**config.mk**
```make
export PLATFORM = sky130hd
export DESIGN_NAME = rob_commit
export DESIGN_NICKNAME = d
export VERILOG_FILES = /design/src/rtl/rob_commit.sv
export SDC_FILE = /design/constraint.sdc
export NUM_CORES = 1
export LEC_CHECK = 0
export BUFFER_PORTS_ARGS = -buffer_cell sky130_fd_sc_hd__buf_2
export CORE_MARGIN = 2
export CORE_UTILIZATION = 30
export CTS_CLUSTER_SIZE = 40
export DETAILED_ROUTE_END_ITERATION = 10
export SETUP_SLACK_MARGIN = 0.5
export SYNTH_ARGS = -nofsm -noshare
export SYNTH_HDL_FRONTEND = slang
export SYNTH_SLANG_ARGS = --single-unit
```
**constraint.sdc**
```tcl
create_clock -name clk_i -period 4.1 [get_ports clk_i]
set_clock_uncertainty 0.15 [all_clocks]
set_input_delay 0.82 -clock clk_i [delete_from_list [all_inputs] [get_ports clk_i]]
set_output_delay 0.82 -clock clk_i [all_outputs]
set_load 0.01 [all_outputs]
```
**src/rtl/rob_commit.sv**
```systemverilog
// rob_commit: circular reorder buffer with in-order retirement and mispredict flush.
// Define ROB_PERF_CNT_EN to add saturating commit/mispredict performance counters.
module rob_commit #(
    parameter int ROB_ENTRY    = 16,
    parameter int NUM_ARCH_REG = 8,
    parameter int NUM_PHYS_REG = 32,
    parameter int WORD_SIZE_P  = 16
) (
    input  logic                            clk_i,
    input  logic                            reset_n_i,
    input  logic                            rename_rob_v_i,
    input  logic [WORD_SIZE_P-1:0]          rename_pc_i,
    input  logic                            rename_is_spec_i,
    input  logic                            rename_is_store_i,
    input  logic                            rename_w_v_i,
    input  logic [$clog2(NUM_ARCH_REG)-1:0] rename_alloc_reg_i,
    input  logic [$clog2(NUM_PHYS_REG)-1:0] rename_freed_reg_i,
    output logic                            rob_ready_o,
    output logic [$clog2(ROB_ENTRY)-1:0]    rob_num_o,
    input  logic                            wb_v_i,
    input  logic [$clog2(ROB_ENTRY)-1:0]    wb_rob_i,
    input  logic                            wb_mispredict_i,
    input  logic [WORD_SIZE_P-1:0]          wb_resolved_pc_i,
    output logic                            commit_v_o,
    output logic                            commit_w_v_o,
    output logic [$clog2(NUM_ARCH_REG)-1:0] commit_alloc_reg_o,
    output logic [$clog2(NUM_PHYS_REG)-1:0] commit_freed_reg_o,
    output logic                            commit_store_v_o,
    output logic                            mispredict_o,
    output logic [WORD_SIZE_P-1:0]          redirect_pc_o
`ifdef ROB_PERF_CNT_EN
    ,
    output logic [31:0]                     perf_commit_cnt_o,
    output logic [15:0]                     perf_mispredict_cnt_o
`endif
);

    localparam int IW = $clog2(ROB_ENTRY);
    localparam int AW = $clog2(NUM_ARCH_REG);
    localparam int PW = $clog2(NUM_PHYS_REG);
    localparam logic [IW:0] FULL_CNT = (IW+1)'(ROB_ENTRY);

    logic [ROB_ENTRY-1:0]   valid_q;
    logic [ROB_ENTRY-1:0]   wb_q;
    logic [ROB_ENTRY-1:0]   misp_q;
    logic [ROB_ENTRY-1:0]   spec_q;
    logic [ROB_ENTRY-1:0]   store_q;
    logic [ROB_ENTRY-1:0]   wv_q;
    logic [AW-1:0]          areg_q [ROB_ENTRY];
    logic [PW-1:0]          freg_q [ROB_ENTRY];
    logic [WORD_SIZE_P-1:0] rpc_q  [ROB_ENTRY];

    logic [IW-1:0] head_q;
    logic [IW-1:0] tail_q;
    logic [IW:0]   count_q;

    logic commit_v;
    logic flush;
    logic alloc;
    logic wb_hit;

    assign rob_ready_o = (count_q != FULL_CNT);
    assign rob_num_o   = tail_q;

    assign commit_v = valid_q[head_q] & wb_q[head_q];
    assign flush    = commit_v & misp_q[head_q];
    assign alloc    = rename_rob_v_i & rob_ready_o & ~flush;
    assign wb_hit   = wb_v_i & valid_q[wb_rob_i];

    assign commit_v_o         = commit_v;
    assign commit_w_v_o       = commit_v & wv_q[head_q];
    assign commit_alloc_reg_o = commit_v ? areg_q[head_q] : '0;
    assign commit_freed_reg_o = commit_v ? freg_q[head_q] : '0;
    assign commit_store_v_o   = commit_v & store_q[head_q];
    assign mispredict_o       = flush;
    assign redirect_pc_o      = flush ? rpc_q[head_q] : '0;

    always_ff @(posedge clk_i or negedge reset_n_i) begin
        if (!reset_n_i) begin
            head_q  <= '0;
            tail_q  <= '0;
            count_q <= '0;
            valid_q <= '0;
            wb_q    <= '0;
        end else if (flush) begin
            head_q  <= '0;
            tail_q  <= '0;
            count_q <= '0;
            valid_q <= '0;
            wb_q    <= '0;
        end else begin
            if (wb_hit)
                wb_q[wb_rob_i] <= 1'b1;
            if (alloc) begin
                valid_q[tail_q] <= 1'b1;
                wb_q[tail_q]    <= 1'b0;
                tail_q          <= tail_q + 1'b1;
            end
            if (commit_v) begin
                valid_q[head_q] <= 1'b0;
                head_q          <= head_q + 1'b1;
            end
            case ({alloc, commit_v})
                2'b10:   count_q <= count_q + 1'b1;
                2'b01:   count_q <= count_q - 1'b1;
                default: count_q <= count_q;
            endcase
        end
    end

    // The PC field shares the resolved-PC slot: it is only ever observed as a redirect target.
    always_ff @(posedge clk_i) begin
        if (alloc) begin
            spec_q[tail_q]  <= rename_is_spec_i;
            store_q[tail_q] <= rename_is_store_i;
            wv_q[tail_q]    <= rename_w_v_i;
            areg_q[tail_q]  <= rename_alloc_reg_i;
            freg_q[tail_q]  <= rename_freed_reg_i;
            misp_q[tail_q]  <= 1'b0;
            rpc_q[tail_q]   <= rename_pc_i;
        end
        if (wb_hit && spec_q[wb_rob_i]) begin
            misp_q[wb_rob_i] <= wb_mispredict_i;
            rpc_q[wb_rob_i]  <= wb_resolved_pc_i;
        end
    end

`ifdef ROB_PERF_CNT_EN
    always_ff @(posedge clk_i or negedge reset_n_i) begin
        if (!reset_n_i) begin
            perf_commit_cnt_o     <= '0;
            perf_mispredict_cnt_o <= '0;
        end else begin
            if (commit_v && perf_commit_cnt_o != '1)
                perf_commit_cnt_o <= perf_commit_cnt_o + 1'b1;
            if (flush && perf_mispredict_cnt_o != '1)
                perf_mispredict_cnt_o <= perf_mispredict_cnt_o + 1'b1;
        end
    end
`endif

endmodule

```
==> key figures <==
Clock tree
  • CTS Buf Count: 50
  • Clk buf depth: 3
  • CTS tree: yes
  • Reg clk slew, reported paths: 0.06 ns
  • H-tree levels: 2
  • Clock sink count: 493
  • CTS root buffer: clkbuf_16
  • Worst skew pair latency: 0.61 ns

Synthesis
  • Post-synth EDFFs: 432
  • Top FF cell, synth: edfxtp_1
  • Register area share after synthesis: 0.611
  • Mapped Cells: 1299
  • Yosys cell types: 54
  • Syn Nets: 1361
  • #FFs+latches synth: 493
  • Mean Syn Cell Area: 18.2 um2
  • Mapped cell area: 23600 um2
  • Synth Warn #: 0
  • Asr flop ratio synth: 0.0913

Critical path
  • CP startpoint kind: flop
  • Slowest cell on the critical path: mux4_2
  • R2r worst-path depth: 11
  • Critical-path cell list: buf_12 -> buf_16 -> buf_12 -> mux4_2 -> mux4_2 -> and2_4 -> buf_6
  • Worst stage delay on the critical path: between 0.5 and 0.6 ns
  • CP bufs+invs: 4
  • Critical path type: reg2out
  • CP Data Arrival Time: 2.88 ns
  • Critical path's top delay family: multiplexers
  • Reg-to-Reg End: rpc_q[9][10]
  • Critical R2R Launch: head_q[0]
  • R2r setup slk: 0.56 ns
  • Worst-path maximum fanout: 6
  • CP required: 3.13 ns
  • Critical path capture point type: output port

Power and ir drop
  • VDD IR-drop max: 0.000365 V
  • P per Cell Area: between 600 and 700 nW/um2
  • Leak Pwr: 9.64 nW

Route
  • ANT nets after route: 0
  • First drt pass iteration count: 5
  • Post-DR wirelength/cell: ~27 um
  • # DRC: 0
  • DR iter-0 viols: around 1.4k
  • Drt total wl: 66700 um
  • DR vias/cell: 5.25
  • Vias: 13.2k

Floorplanning
  • Row count: 102
  • I/O pin count: 85
  • Die Y: approximately 280 um
  • CORE AREA: approximately 78000 um2
  • Die area: approximately 81000 um2
  • DIE WIDTH: around 280 um
  • Initial cell density of the core: 0.304

Place
  • GPL Wtd Cong: 0.821
  • Port-buffer cells: 84
  • Post-DP HPWL: 40400 um

Finish
  • Share of layout cells above drive strength 1: 0.484
  • Nets: roughly 1.5k
  • Post-synthesis to final-layout area growth: 19.0%
  • Fill count: 7176

Global routing
  • Largest net degree at the start of global routing: 49
  • Vias in the first global route: 13.5k
  • Global-route usage over all layers: 0.163
  • Initial antenna violation count: 2
  • First-pass GRT wire length: between 90000 and 100000 um
  • Grt total ovfl: 0

Timing
  • Slew Viols, Final: 0
  • Fmax: 0.260 GHz
  • Final setup violation count: 0
  • Final hold vios: 0
  • Least-Margin Pin Slew: 1.09 ns
  • Hold_ws: 0.266 ns
  • Setup_tns: 0 ns
  • Worst slew margin: 0.273
  • Final Cycle Share: 0.939
  • RSZ-0062 raised after global routing: yes
  • Final min period: 3.85 ns

Run status
  • Status: finished clean

Job
  • Max Cap Violations: 0

Hold path
  • Min-Delay Path Class: in2async
==> report_power, final <==
group,internal [mW],leakage (nW),switching [mW]
combinational,2.99,4.23,2.90
sequential,6.20,4.57,0.413
clock,2.88,0.842,2.02
total,12.1,9.64,5.33
==> metal layers <==
layer | global-route usage | vias to the layer above | wire length, um
li1 | - | 5521 | -
met4 | 0.0421 | 0 | 1470
met1 | 0.224 | 7084 | 28400
met3 | 0.0242 | 98 | 3600
met5 | 0 | - | 0
met2 | 0.270 | 485 | 33200
==> cells by family after synthesis <==
kind of cell	Yosys count	synth area share
flops	493	0.611
compound gates	91	0.0262
buf+inv	124	0.0315
xor+xnor	7	0.00260
fa+ha+maj	10	0.00530
mux	408	0.276
simple gates	166	0.0472
==> registers in the layout, summed over array words and instances, names as in the netlist, 5 cells and up <==
| name | count |
|---|---|
| freg_q | 80 |
| count_q | 5 |
| valid_q | 16 |
| misp_q | 16 |
| areg_q | 48 |
| rpc_q | 256 |
| wb_q | 16 |
| spec_q | 16 |
| wv_q | 16 |
| store_q | 16 |
==> synthesized netlist by cell type (all sizes together), types with 2 or more instances <==
cell,instances,share of area
edfxtp,432,0.55
mux2,257,0.13
mux4,151,0.14
clkbuf,62,0.0099
nand2,53,0.019
buf,48,0.019
dfrtp,45,0.048
nor2,25,0.0040
o21ai,24,0.0051
nor3,23,0.0055
and2,20,0.0053
a21oi,16,0.0034
dfxtp,16,0.014
nand3,16,0.0042
inv,14,0.0022
o22ai,13,0.0040
o221a,12,0.0057
and3,11,0.0029
ha,10,0.0053
a31oi,9,0.0024
a22oi,5,0.0016
o31ai,5,0.0016
nand2b,4,0.0011
nor2b,4,0.0011
xnor2,4,0.0015
xor2,3,0.0011
and4b,2,0.0012
or3,2,0.00053
==> layout make-up <==
class | instances | area, um2 | area share
inverters | 14 | 63.8 | 0.00227
multi-input cells | 682 | 8680 | 0.309
diodes | 3 | 7.51 | 0.000267
well taps | 1040 | 1300 | 0.0463
clock inverters | 38 | 473 | 0.0168
clock buffers | 55 | 1270 | 0.0452
flip-flops and latches | 493 | 14400 | 0.514
repair buffers | 188 | 1860 | 0.0662
==> cell usage in the layout, fill, tap and decap left out, drive strengths merged, types with 13 or more instances in the layout <==
cell	instances
nand3	16
o22ai	13
nor2	25
nand2	53
o21ai	24
clkbuf	58
edfxtp	432
buf	184
clkinv	22
dfxtp	16
a21oi	16
mux2	257
dfrtp	45
mux4	151
and2	20
nor3	23
inv	15
==> how the worst max path moves through the flow <==
stage,start,to,cells past startpoint
after floorplan,head_q[0],redirect_pc_o[0],7
after global placement,wb_rob_i[0],rpc_q[8][8],8
after detailed placement,wb_rob_i[0],rpc_q[8][7],8
after CTS,head_q[0],redirect_pc_o[8],7
after global routing,head_q[0],redirect_pc_o[14],10
final,head_q[0],redirect_pc_o[5],7
==> stage by stage <==
stage	instances	worst slack, ns	power [mW]	utilization	cell area (um2)
2_1_floorplan	1299	0.547	9.92	-	23600
3_3_place_gp	2382	0.328	11.6	0.327	25400
3_5_place_dp	2382	0.340	11.7	0.327	25400
4_1_cts	2504	0.242	17.4	0.359	27900
5_1_grt	2511	0.197	18.1	0.361	28100
6_report	2513	0.252	17.4	0.361	28100
==> what timing repair did <==
action | in CTS | in global routing
resized for setup | 90 | 16
buffers inserted | 23 | 3
hold buffers | 0 | 0
endpoints found under the setup margin | 46 | 51
gates cloned | 6 | 3
pin swaps | 14 | 8
(Power assumes the default switching activity.)
